--- src/rtl/shiftreg_piso_stream.sv ---
// Parallel-in, serial-out shift register with valid/ready on both sides and a
// one-word holding buffer so consecutive words serialise without bubbles.

(* tamara_triplicate *)
module shiftreg_piso_stream #(
    parameter int WIDTH     = 8,
    parameter int LANES     = 1,
    parameter int MSB_FIRST = 1
) (
    input  logic             clk,
    input  logic             rst,
    input  logic             in_valid,
    output logic             in_ready,
    input  logic [WIDTH-1:0] din,
    output logic [LANES-1:0] sout,
    output logic             sout_valid,
    output logic             sout_last,
    input  logic             sout_ready,
    (* tamara_error_sink *)
    output logic             err
);

    localparam int BEATS = WIDTH / LANES;
    localparam int BW    = (BEATS > 1) ? $clog2(BEATS) : 1;
    localparam logic [BW-1:0] LAST_BEAT = BW'(BEATS - 1);

    generate
        if (WIDTH < 1 || LANES < 1 || (WIDTH % LANES) != 0) begin : g_bad_params
            $error("shiftreg_piso_stream: LANES must be >= 1 and divide WIDTH");
        end
    endgenerate

    // Handshakes: a transfer happens on a rising clk edge where valid and ready
    // are both high; valid never waits on ready, and ready never waits on valid.

    logic [WIDTH-1:0] sreg_q, sreg_d;
    logic [WIDTH-1:0] hold_q, hold_d;
    logic [BW-1:0]    beat_q, beat_d;
    logic             busy_q, busy_d;
    logic             hold_valid_q, hold_valid_d;

    logic [WIDTH-1:0] sreg_shifted;
    logic             in_xfer;
    logic             beat_xfer;
    logic             at_last;

    generate
        if (MSB_FIRST != 0) begin : g_msb
            assign sout         = sreg_q[WIDTH-1 -: LANES];
            assign sreg_shifted = sreg_q << LANES;
        end else begin : g_lsb
            assign sout         = sreg_q[LANES-1:0];
            assign sreg_shifted = sreg_q >> LANES;
        end
    endgenerate

    assign in_ready   = !rst && !hold_valid_q;
    assign sout_valid = busy_q;
    assign at_last    = (beat_q == LAST_BEAT);
    assign sout_last  = busy_q && at_last;
    assign err        = 1'b0;

    assign in_xfer    = in_valid && in_ready;
    assign beat_xfer  = busy_q && sout_ready;

    always_comb begin
        sreg_d       = sreg_q;
        hold_d       = hold_q;
        beat_d       = beat_q;
        busy_d       = busy_q;
        hold_valid_d = hold_valid_q;

        if (!busy_q) begin
            if (in_xfer) begin
                sreg_d = din;
                beat_d = '0;
                busy_d = 1'b1;
            end
        end else if (beat_xfer && !at_last) begin
            sreg_d = sreg_shifted;
            beat_d = beat_q + BW'(1);
            if (in_xfer) begin
                hold_d       = din;
                hold_valid_d = 1'b1;
            end
        end else if (beat_xfer) begin
            // Last beat leaving: refill from hold first, else straight from din.
            if (hold_valid_q) begin
                sreg_d       = hold_q;
                hold_valid_d = 1'b0;
                beat_d       = '0;
            end else if (in_xfer) begin
                sreg_d = din;
                beat_d = '0;
            end else begin
                busy_d = 1'b0;
            end
        end else if (in_xfer) begin
            hold_d       = din;
            hold_valid_d = 1'b1;
        end
    end

    always_ff @(posedge clk) begin
        if (rst) begin
            sreg_q       <= '0;
            hold_q       <= '0;
            beat_q       <= '0;
            busy_q       <= 1'b0;
            hold_valid_q <= 1'b0;
        end else begin
            sreg_q       <= sreg_d;
            hold_q       <= hold_d;
            beat_q       <= beat_d;
            busy_q       <= busy_d;
            hold_valid_q <= hold_valid_d;
        end
    end

endmodule
--- config.mk ---
export PLATFORM = sky130hd
export DESIGN_NAME = shiftreg_piso_stream
export DESIGN_NICKNAME = d
export VERILOG_FILES = /design/src/rtl/shiftreg_piso_stream.sv
export SDC_FILE = /design/constraint.sdc
export NUM_CORES = 1
export LEC_CHECK = 0
export ABC_AREA = 1
export CAP_MARGIN = 40
export CORE_MARGIN = 5
export CORE_UTILIZATION = 50
export DETAILED_ROUTE_END_ITERATION = 8
export GPL_TIMING_DRIVEN = 0
export MAX_ROUTING_LAYER = met4
export PLACE_DENSITY_LB_ADDON = 0.25
export REMOVE_ABC_BUFFERS = 1
export SYNTH_ARGS = -nofsm -noshare
export SYNTH_HDL_FRONTEND = slang
export SYNTH_SLANG_ARGS = --single-unit
--- constraint.sdc ---
create_clock -name clk -period 1.73 [get_ports clk]
set_input_delay 0.173 -clock clk [delete_from_list [all_inputs] [get_ports clk]]
set_output_delay 0.173 -clock clk [all_outputs]
set_load 0.005 [all_outputs]
; ---- After elaboration in Yosys (flattened, before gate mapping)
; Index checks and enable logic that the tools add are counted.
[word_totals]
register_bits = 21
inputBits = 12
output_inout_bits = 5
[classes]
n_addsub = 1
eq_ne = 3
mux = 21
reduce_logical = 9
[op_table]
columns = op, n
row1 = $mux 8, 8
row2 = $mux 3, 5
row3 = $mux 1, 8
row4 = $logic_and 1x1->1, 5
row5 = $add 3x1->3 const B, 1
row6 = $eq 3x3->1 const B, 1
row7 = $logic_not 1->1, 3
row8 = $ne 3x1->1 const B, 1
row9 = $ne 2x1->1 const B, 1
row10 = $reduce_and 2->1, 1

; ---- Depth between registers and ports, before layout
; Gate-level depths: netlist (run 1).
[depth]
ltp_word = 8
ltp_mapped = 8
mapped_depth_nobuf = 8

; ---- Worst setup path after synthesis (run 1)
; Ideal clock, no wire load.
[synth_timing]
path_type = register to register
startpoint = register beat_q[0]
endpoint = register hold_q[2]
setup_ns = 0.070
t_arrival_ns = 1.396
t_required_ns = 1.660
slack_ns = 0.264
stages_incl_launch_ff = 9
n_path_buf = 1
cell_sequence = dfxtp_1 > ha_1 > ha_1 > nand3_2 > nand2_1 > nor2_1 > buf_4 > o21ai_0 > a21oi_1
[synth_via]
elab_chain_cells = 5
word_cells_on_any_way = 6
[synth_lines]
columns = item, line
row1 = start: declaration, 38  ; logic [BW-1:0] beat_q, beat_d;
row2 = start signal: assignment, 114  ; beat_q <= beat_d;
row3 = $eq 3x3->1 (*), 59  ; assign at_last = (beat_q == LAST_BEAT);
row4 = $logic_not 1->1 (*), 79  ; end else if (beat_xfer && !at_last) begin
row5 = $logic_and 1x1->1 (*), 79
row6 = $ne 2x1->1 (no line), n/a
row7 = $reduce_and 2->1 (no line), n/a
row8 = end signal: assignment, 113  ; hold_q <= hold_d;
row9 = end: declaration, 37  ; logic [WIDTH-1:0] hold_q, hold_d;
; Every way passes the cells marked *; elsewhere a longest branch is shown, timed or not.
; A chain may end at the register's enable or synchronous reset.

; ---- Worst setup path in the final report (run 1)
[layout_timing]
startpoint = register beat_q[0]
endpoint = register sreg_q[6]
[layout_via]
elab_chain_cells = 5
word_cells_on_any_way = 6
[layout_lines]
columns = item, line
row1 = $eq 3x3->1 (*), 59
row2 = $logic_not 1->1 (*), 79
row3 = $logic_and 1x1->1 (*), 79
row4 = $mux 8, 79
row5 = $mux 8, 73  ; if (!busy_q) begin
row6 = end signal: assignment, 112  ; sreg_q <= sreg_d;
row7 = end: declaration, 36  ; logic [WIDTH-1:0] sreg_q, sreg_d;
; Marked as above.

==> flow_metrics.env, run 1 <==
export IMPL_placed_area_um2=1260
export IMPL_status="finished, final reports clean"
export IMPL_antenna_found_initial=0
export IMPL_dr_pass1_iters=4
export IMPL_hold_path_class="in2reg"
export IMPL_end_kind="register"
export IMPL_period_share_pct=93.5
export IMPL_grt_pass1_wl_mm=4.37
export IMPL_worst_skew_pair_late_latency_ps=310
export IMPL_skew_ps=4.09
export IMPL_max_freq_mhz=618
export IMPL_clock_sinks=21
export IMPL_clk_path_buf_depth=2
export IMPL_critPathKind="reg2reg"
export IMPL_drive_gt1_share_pct=9.52
export IMPL_netlist_area_um2=1100
export IMPL_final_antenna_net_count=0
export IMPL_avgSynthCellArea_um2=6.46
export IMPL_arrival_ps=1860
export IMPL_design_core_area_um2=2150
export IMPL_vias_per_cell=5.20
export IMPL_holdBufCountCts=0
export IMPL_dieArea_um2=3230
export IMPL_grt_start_max_net_pins=14
export IMPL_synthCells=170
export IMPL_cp_max_fo=10
export IMPL_vias=1128
export IMPL_fp_dieH_um=56.9
export IMPL_min_path_cells=3
export IMPL_numCtsBuffers=3
export IMPL_design_power_total_mw=0.921
export IMPL_yosysWarnings=0
export IMPL_design_area_um2=1350
export IMPL_wl_mm=2.55
export IMPL_tightest_slew_ps=594
export IMPL_slew_viol_final=0
export IMPL_initial_core_util_pct=51.1
export IMPL_grt_pass1_vias=1018
export IMPL_startpoint_type="register"
export IMPL_hold_violations=0
export IMPL_ir_worst_vdd_uv=423
export IMPL_maxSlewHeadroom_pct=60.4
export IMPL_gr_usage_all_layers_pct=17.2
export IMPL_layout_commonest_cell="nand2_1"
export IMPL_portBuffers=15
export IMPL_p_per_area_nw_per_um2=682
export IMPL_hold_ws_ps=420
export IMPL_clkTransAtPathRegs_ps=110
export IMPL_grt_ovfl_total=0
export IMPL_maxCapViolations=0
export IMPL_num_rows=17
export IMPL_boundaryPins=17
export IMPL_required_ps=1980
export IMPL_layout_common_cells="nand2_1 (34), inv_1 (26), nor2_1 (26), a21oi_1 (24), dfxtp_1 (18)"
export IMPL_area_growth_syn_to_layout_pct=22.9
export IMPL_period_needed_ps=1620
export IMPL_p_leak_nw=0.618
export IMPL_synth_cell_types=18
export IMPL_rsz0062_at_grt="false"
export IMPL_setup_viol=0
export IMPL_antenna_cells=0
export IMPL_yosysSeqAreaShare_pct=38.3
export IMPL_cts_tree="yes"
export IMPL_clockRootBuffer="clkbuf_4"
export IMPL_layout_nets=204
export IMPL_die_x_um=56.9
export IMPL_dp_hpwl_mm=1.84
export IMPL_ys_ff_latch=21
export IMPL_drt_initial_drc_count=51
export IMPL_ff2ff_path_depth=8
export IMPL_cts_htree_levels=1
export IMPL_post_drt_wl_per_cell_um=11.7
export IMPL_routabilityCongestion=0.839
export IMPL_drc_errors=0
through the flow:
step	util, %	setup slack [ps]	TNS [ps]	cells
2_1_floorplan	-	-5.47	-5.47	166
3_3_place_gp	58.6	-638	-5580	209
3_5_place_dp	58.6	-666	-6010	209
4_1_cts	62.1	52.8	0	215
5_1_grt	62.8	10.2	0	217
6_report	62.8	113	0	217
worst max-delay path, cell delays in order (launching register included):
cell and delay (ps):
dfxtp_2 360, ha_4 160, ha_4 160, buf_4 140, nor2_2 350, a21oi_1 140
nand2_1 100, nor2_1 50, nor2_1 100
area by class of cell:
| type | count | area, um^2 |
|---|---|---|
| clock buffer | 4 | 26.3 |
| fill | 212 | 798 |
| inverter | 26 | 97.6 |
| multi-input combinational | 119 | 589 |
| sequential | 21 | 424 |
| tap | 28 | 35.0 |
| timing repair buffer | 19 | 178 |
flip-flops by register name (all words and copies together) (netlist names):
signal        count
hold_q            8
sreg_q            8
beat_q            3
hold_valid_q      1
sout_valid        1
final timing paths:
kind / startpoint / endpoint / slack [ps]
setup / recovery: beat_q[0] / sreg_q[6] / 110
hold / removal: din[2] / hold_q[2] / 420
setup reg to reg: beat_q[0] / sreg_q[6] / 110
hold reg to reg: beat_q[1] / beat_q[1] / 490
power breakdown:
part | switching [mW] | internal [mW] | leakage, nW
Sequential | 0.0169 | 0.506 | 0.172
Clock | 0.148 | 0.0901 | 0.0150
Combinational | 0.0921 | 0.0682 | 0.431
Total | 0.257 | 0.665 | 0.618
kinds of logic after synthesis:
logic type,after synthesis,share of synthesized area [%]
AND/OR/NAND/NOR,82,32.1
adder cells (fa/ha/maj),2,2.28
flip-flops,21,38.3
other,1,0.341
buffers and inverters,30,11.0
AO/OA/AOI/OAI,34,15.9
per-layer routing:
layer,GRT usage (%),share of wire [%],up-vias
li1,-,-,577
met1,20.9,44,504
met2,28.4,46,42
met3,2.30,7.5,5
met4,7.28,1.9,0
met5,-,0,-
what timing repair did:
item / in CTS / in global routing
gates resized for setup: 10 / 1
pin swaps: 0 / 1
buffers inserted: 2 / 2
setup endpoints to repair: 11 / 2
cells in the mapped netlist, drive strengths merged:
cell type  count  area [um^2]
nand2         35          134
nor2          29          119
inv           26         97.6
a21oi         24          120
dfxtp         21          420
nand3         18          100
o21ai          8         40.0
buf            3         20.0
ha             2         25.0
a211oi         1         7.51
clkbuf         1         3.75
conb           1         3.75
o211ai         1         7.51
Power figures use the tool's default switching activity.
==> inputs of run 2 (changes only) <==
--- a/config.mk
+++ b/config.mk
@@ -9,6 +9,7 @@
 export CAP_MARGIN = 40
 export CORE_MARGIN = 5
 export CORE_UTILIZATION = 50
+export CTS_CLUSTER_DIAMETER = 100
 export DETAILED_ROUTE_END_ITERATION = 8
 export GPL_TIMING_DRIVEN = 0
 export MAX_ROUTING_LAYER = met4
==> results of run 2 <==
The final DEF is identical to that of run 1; final timing and power are the same.
